===== config.mk =====
export PLATFORM = sky130hd
export DESIGN_NAME = byte_mem_sequencer
export DESIGN_NICKNAME = d
export VERILOG_FILES = /design/src/rtl/byte_mem_sequencer.sv
export SDC_FILE = /design/constraint.sdc
export NUM_CORES = 1
export LEC_CHECK = 0
export BUFFER_PORTS_ARGS = -buffer_cell sky130_fd_sc_hd__clkbuf_2
export CAP_MARGIN = 20
export CORE_MARGIN = 5
export CORE_UTILIZATION = 53
export DETAILED_ROUTE_END_ITERATION = 8
export PLACE_DENSITY_LB_ADDON = 0.3
export SLEW_MARGIN = 0
export SYNTH_ARGS = -nofsm -noshare
export SYNTH_HDL_FRONTEND = slang
export SYNTH_SLANG_ARGS = --single-unit

===== constraint.sdc =====
create_clock -name clk -period 3.7 [get_ports clk]
set_input_delay 0.555 -clock clk [delete_from_list [all_inputs] [get_ports clk]]
set_output_delay 0.555 -clock clk [all_outputs]
set_load 0.02 [all_outputs]

===== src/rtl/byte_mem_sequencer.sv =====
// byte_mem_sequencer: multi-cycle load/store sequencer between a 32-bit CPU memory stage
// and an 8-bit synchronous data memory. One byte per beat, little-endian.
//
// Ports:
//   clk, rst          rising-edge clock, synchronous active-high reset
//   req, we, size,    access request (sampled in IDLE only), 1 = store, 1 = word,
//   sign              sign-extend byte loads
//   addr, wdata       byte address and store data, sampled with req
//   busy, done, err   non-IDLE flag, completion pulse, misaligned-word pulse (with done)
//   rdata             assembled load result, held until the next accepted load
//   mem_addr, mem_we, memory-side byte address, write strobe, store byte
//   mem_wdata
//   mem_rdata         memory read byte, valid one cycle after its address
module byte_mem_sequencer #(
    parameter int unsigned ADDR_W = 32
) (
    input  logic              clk,
    input  logic              rst,
    input  logic              req,
    input  logic              we,
    input  logic              size,
    input  logic              sign,
    input  logic [ADDR_W-1:0] addr,
    input  logic [31:0]       wdata,
    output logic              busy,
    output logic              done,
    output logic              err,
    output logic [31:0]       rdata,
    output logic [ADDR_W-1:0] mem_addr,
    output logic              mem_we,
    output logic [7:0]        mem_wdata,
    input  logic [7:0]        mem_rdata
);

    typedef enum logic [1:0] {StIdle, StXfer, StLast, StDone} state_e;

    state_e            state_q, state_d;
    logic [ADDR_W-1:0] base_q, base_d;
    logic [31:0]       wdata_q, wdata_d;
    logic              we_q, we_d;
    logic              size_q, size_d;
    logic              sign_q, sign_d;
    logic [1:0]        cnt_q, cnt_d;
    logic              err_q, err_d;
    // A load beat issued last cycle: its byte is on mem_rdata now.
    logic              cap_q, cap_d;
    logic [1:0]        cap_idx_q, cap_idx_d;
    logic [31:0]       rdata_q, rdata_d;
    // mem_addr holds the last beat address outside XFER.
    logic [ADDR_W-1:0] addr_hold_q, addr_hold_d;

    logic [ADDR_W-1:0] beat_addr;
    logic              in_xfer;

    assign beat_addr = base_q + ADDR_W'(cnt_q);
    assign in_xfer   = (state_q == StXfer);

    always_comb begin
        state_d     = state_q;
        base_d      = base_q;
        wdata_d     = wdata_q;
        we_d        = we_q;
        size_d      = size_q;
        sign_d      = sign_q;
        cnt_d       = cnt_q;
        err_d       = err_q;
        cap_d       = 1'b0;
        cap_idx_d   = cap_idx_q;
        rdata_d     = rdata_q;
        addr_hold_d = addr_hold_q;

        unique case (state_q)
            StIdle: begin
                if (req) begin
                    base_d  = addr;
                    wdata_d = wdata;
                    we_d    = we;
                    size_d  = size;
                    sign_d  = sign;
                    cnt_d   = 2'd0;
                    err_d   = size && (addr[1:0] != 2'b00);
                    // Misaligned words skip the memory entirely.
                    state_d = err_d ? StDone : StXfer;
                end
            end
            StXfer: begin
                addr_hold_d = beat_addr;
                cnt_d       = cnt_q + 2'd1;
                cap_d       = !we_q;
                cap_idx_d   = cnt_q;
                if (!size_q || cnt_q == 2'd3) begin
                    state_d = we_q ? StDone : StLast;
                end
            end
            StLast: state_d = StDone;
            StDone: state_d = StIdle;
            default: state_d = StIdle;
        endcase

        if (cap_q) begin
            if (size_q) begin
                rdata_d[{cap_idx_q, 3'b000} +: 8] = mem_rdata;
            end else begin
                rdata_d = sign_q ? {{24{mem_rdata[7]}}, mem_rdata} : {24'b0, mem_rdata};
            end
        end
    end

    always_ff @(posedge clk) begin
        if (rst) begin
            state_q     <= StIdle;
            base_q      <= '0;
            wdata_q     <= '0;
            we_q        <= 1'b0;
            size_q      <= 1'b0;
            sign_q      <= 1'b0;
            cnt_q       <= 2'd0;
            err_q       <= 1'b0;
            cap_q       <= 1'b0;
            cap_idx_q   <= 2'd0;
            rdata_q     <= '0;
            addr_hold_q <= '0;
        end else begin
            state_q     <= state_d;
            base_q      <= base_d;
            wdata_q     <= wdata_d;
            we_q        <= we_d;
            size_q      <= size_d;
            sign_q      <= sign_d;
            cnt_q       <= cnt_d;
            err_q       <= err_d;
            cap_q       <= cap_d;
            cap_idx_q   <= cap_idx_d;
            rdata_q     <= rdata_d;
            addr_hold_q <= addr_hold_d;
        end
    end

    // Outputs decode registered state only; req never reaches mem_* combinationally.
    always_comb begin
        busy      = (state_q != StIdle);
        done      = (state_q == StDone);
        err       = done && err_q;
        rdata     = rdata_q;
        mem_addr  = in_xfer ? beat_addr : addr_hold_q;
        mem_we    = in_xfer && we_q;
        mem_wdata = (in_xfer && we_q) ? wdata_q[{cnt_q, 3'b000} +: 8] : 8'h00;
    end

endmodule

Word-level counts from Yosys, hierarchy flattened

Cells that the tools add are included.

Bits of input ports: 78
Word-level logic and storage cells: 51
Register bits after elaboration: 139

$add $sub $neg: 3
Mux-type cells: 12
Shift operators: 3
Reductions and logical operators: 14
Bitwise operators: 1
Equality and inequality tests: 6

Operators by type and width:

| operator                 | number |
|---|---|
| $mux W32                 | 3 |
| $add A32 B2 Y32          | 1 |
| $bwmux W32               | 1 |
| $shift A8 B7 Y32 const A | 1 |
| $shiftx A32 B6 Y8        | 1 |
| $shiftx A8 B7 Y32        | 1 |
| $mux W2                  | 4 |
| $mux W8                  | 1 |
| $pmux W2 S4              | 1 |
| $neg A5 Y7               | 1 |
| $eq A2 B2 Y1 const B     | 3 |
| $reduce_and A2 Y1        | 3 |
| $reduce_bool A2 Y1       | 3 |
| $pmux W2 S2              | 1 |
| $logic_and A1 B1 Y1      | 3 |
| $add A2 B1 Y2 const B    | 1 |
| $eq A2 B1 Y1 const B     | 1 |
| $logic_not A1 Y1         | 2 |
| $logic_not A2 Y1         | 1 |
| $ne A2 B1 Y1 const B     | 1 |
| $ne A2 B2 Y1 const B     | 1 |
| $reduce_or A2 Y1         | 1 |
| $logic_or A1 B1 Y1       | 1 |
| $mux W1                  | 1 |
| $not A1 Y1               | 1 |

Logic depth before layout (Yosys ltp)

Depth after elaboration: 5
Mapped depth: 8
Mapped depth without buffers: 7

Least setup slack after synthesis

OpenSTA, ideal clock, no wires.

Path type: register to output
Start point: register cnt_q[1]
End point: output mem_addr[28]
Data arrival time: 2.946 ns
Slack: 0.199 ns
Data required time: 3.145 ns
Cell stages (with the launch flop): 9
Cell sequence: dfxtp_1 > buf_1 > inv_1 > fa_1 > and4b_1 > clkbuf_1 > nand3_1 > or4_1 > a31oi_1

Longest elaborated chain between the ends: 2

Ends and longest elaborated chain:

| item                     | line | RTL |
|---|---|---|
| start: declaration       | 43   | `logic [1:0] cnt_q, cnt_d;` |
| start signal: assignment | 130  | `cnt_q <= cnt_d;` |
| $add A32 B2 Y32          | 55   | `assign beat_addr = base_q + ADDR_W'(cnt_q);` |
| $mux W32                 | n/a  |  |
| end: declaration         | 29   | `output logic [ADDR_W-1:0] mem_addr,` |

No other way between the ends.

Worst setup path after layout

Start point: register base_q[0]
End point: output mem_addr[28]

Longest elaborated chain between the ends: 2

Ends and longest elaborated chain:

| item                     | line | RTL |
|---|---|---|
| start: declaration       | 38   | `logic [ADDR_W-1:0] base_q, base_d;` |
| start signal: assignment | 125  | `base_q <= base_d;` |
| $add A32 B2 Y32          | 55   |  |
| $mux W32                 | n/a  |  |

No other way between the ends.

==> metrics.txt <==
run status=complete, no violations; Worst R2R Setup Slack=1.07 ns; setup TNS=0 ns; post-CTS setup repair buffer count=0; std cell rows=39; Post-Place Cell Area=7140 µm²; grt total ovfl=0; Arr. time, crit path=3.01 ns; clock sink count=139; Via density=5.57; ys flop type=dfxtp_1; Distinct cells, synth=53; Mean Syn Cell Area=8.15 µm²; unrepaired setup endpoints after global routing=false; # DRC=0; relative max-transition margin=0.410; Min Hold Slack=0.359 ns; number of detailed-route iterations in the first pass=5; min-delay worst type=input pin to flip-flop; yosys warns=0; worst skew pair latency=0.41 ns; Internal Dissipation=3530 µW; Area growth syn-to-layout=23.0%; routed vias=5909; sequential element share of the synthesized area=0.444; Final WS setup=0.137 ns; Initial Util=0.545; R2R depth=7; Worst Hold Depth=3; fin. max-slew vios=0; gp weighted congestion=0.874; fin nets=994; sequential power share=0.352; Crit Path Max Fanout=6; fraction of layout cells with a size suffix above 1=0.241; CTS root buf=clkbuf_16; post_cts resized=1; routed len/inst=14.8 µm; fraction of synthesized cell area taken by the top area cell type=0.444; DIE HEIGHT=119 µm; largest area contributor in the netlist=dfxtp_1; top cells by area, synth=dfxtp_1 44%, nand2_1 11%, a21oi_1 7.3%; Tcrit/Tclk final=0.963; Tightest Pin Transition=0.878 ns; fillcell total=1024; Switching Fraction=0.385; Post-synth EDFFs=0; syn nets=858; worst reg2reg startpoint=base_q[0]; CORE AREA=11500 µm²; Startpoint Class=flip-flop; Worst Path Required=3.14 ns; number of global-route vias before repair=5399; maximum vdd ir drop=0.533 mV; Post-Syn Area=6270 µm²; initial antenna violation count=0; Max Cap Viol=0; Design Area, Final=7710 µm²; die area=14100 µm²; Mapped Cells=769; final antenna-violating net count=0; PwrDens=744 nW/µm²; Buffers on Ports=153; DIE WIDTH=119 µm; most common cell in the synthesized netlist=nand2_1; largest net degree at the start of global routing=77; r2r endpoint=addr_hold_q[28]; leak pwr=0.00308 µW; clock share of power=0.284; initial DRC count=429; # setup viols final=0; min cycle time layout=3.56 ns; Clock Skews=0.00835 ns; hold endpoint=base_q[15]; Hold-fix buffers, CTS=0; placed wire-length estimate=11000 µm; Async SR Flop Fraction=0; GRT Util Overall=0.223; Critical Path End Type=output pin; Ports=154; Gate power share=0.365; Setup WS pre-CTS=0.419 ns; global-route wire length before repair=25900 µm; Hold Fails Final Rpt=0; Worst Hold Launch=addr[15]; Highest Clock Rate=281 MHz; Switch Pwr=2210 µW; total CTS buffers=17; Synth Register Bits=139; final WL=15700 µm; clock buffer depth=2; Clock transition at path regs=0.06 ns; Antenna Cells=0; CTS tree=built; total number of H-tree levels=4; synth cell count leaders=184 x nand2_1, 139 x dfxtp_1, 91 x a21oi_1; CP Class=flip-flop to output pin
[registers in the layout, indices dropped and copies added, names as in the netlist, 2 cells and up]
signal,count
cap_idx_q,2
state_q,2
wdata_q,32
cnt_q,2
base_q,32
rdata,32
addr_hold_q,32
[worst max-delay path by stage]
| stage | startpoint | end | slack [ns] | cells past startpoint |
|---|---|---|---|---|
| 3_3_place_gp | cnt_q[1] | mem_addr[28] | 0.47 | 7 |
| 6_report | base_q[0] | mem_addr[28] | 0.14 | 8 |
| 4_1_cts | cnt_q[1] | mem_addr[28] | 0.03 | 7 |
| 2_1_floorplan | cnt_q[1] | mem_addr[28] | 0.20 | 8 |
| 3_5_place_dp | cnt_q[1] | mem_addr[28] | 0.42 | 7 |
| 5_1_grt | cnt_q[0] | mem_addr[26] | 0.005 | 8 |
[critical path, cell delays in order, from the launching register on]
cell,delay (ns)
dfxtp_1,0.33
ha_1,0.17
inv_1,0.06
fa_1,0.43
and4b_2,0.39
nand3_1,0.25
or4_1,0.59
a31oi_1,0.19
clkbuf_2,0.19
[placed cells by master (no fill, tap or decap), drive strengths merged, types with 11 or more instances in the layout]
master  count
clkbuf    171
nor2       48
nand2     184
inv        36
a211oi     11
or4        12
a31oi      12
nand4      11
a21oi      91
and2       14
a221oi     25
nand3      11
buf        15
dfxtp     139
[logic make-up after synthesis]
kind of cell	Yosys count	share of synthesized area
mux	17	0.0441
xor+xnor	12	0.0168
simple gates	321	0.234
fa+ha+maj	11	0.0231
flops	139	0.444
buf+inv	87	0.0539
compound gates	182	0.185
[stage by stage]
stage / instances / util / power [µW]
2_1_floorplan: 769 / - / 3500
3_3_place_gp: 1029 / 0.620 / 4120
3_5_place_dp: 1029 / 0.620 / 4150
4_1_cts: 1060 / 0.670 / 5790
5_1_grt: 1060 / 0.670 / 6090
6_report: 1060 / 0.670 / 5740
[area by class of cell]
class | count | area (µm²) | area share
Inverter | 37 | 139 | 0.0180
Tap cell | 143 | 179 | 0.0232
Timing Repair Buffer | 167 | 886 | 0.115
Clock buffer | 19 | 443 | 0.0574
Multi-Input combinational cell | 543 | 3160 | 0.409
Sequential cell | 139 | 2780 | 0.361
Clock inverter | 12 | 125 | 0.0162
[layer usage]
layer,global-route usage,vias up,share of wire
met5,0,-,0
met4,0.0681,0,0.014
met3,0.0630,19,0.056
met2,0.365,162,0.48
met1,0.286,2744,0.45
li1,-,2984,-
[power groups by stage]
stage	sequential, µW	clock, µW	combinational, µW
2_1_floorplan	2070	0	1430
3_3_place_gp	2030	0	2080
3_5_place_dp	2050	0	2100
4_1_cts	2020	1660	2110
5_1_grt	2060	1720	2320
6_report	2020	1630	2090
Note: power is estimated with default switching activity, not from simulation.
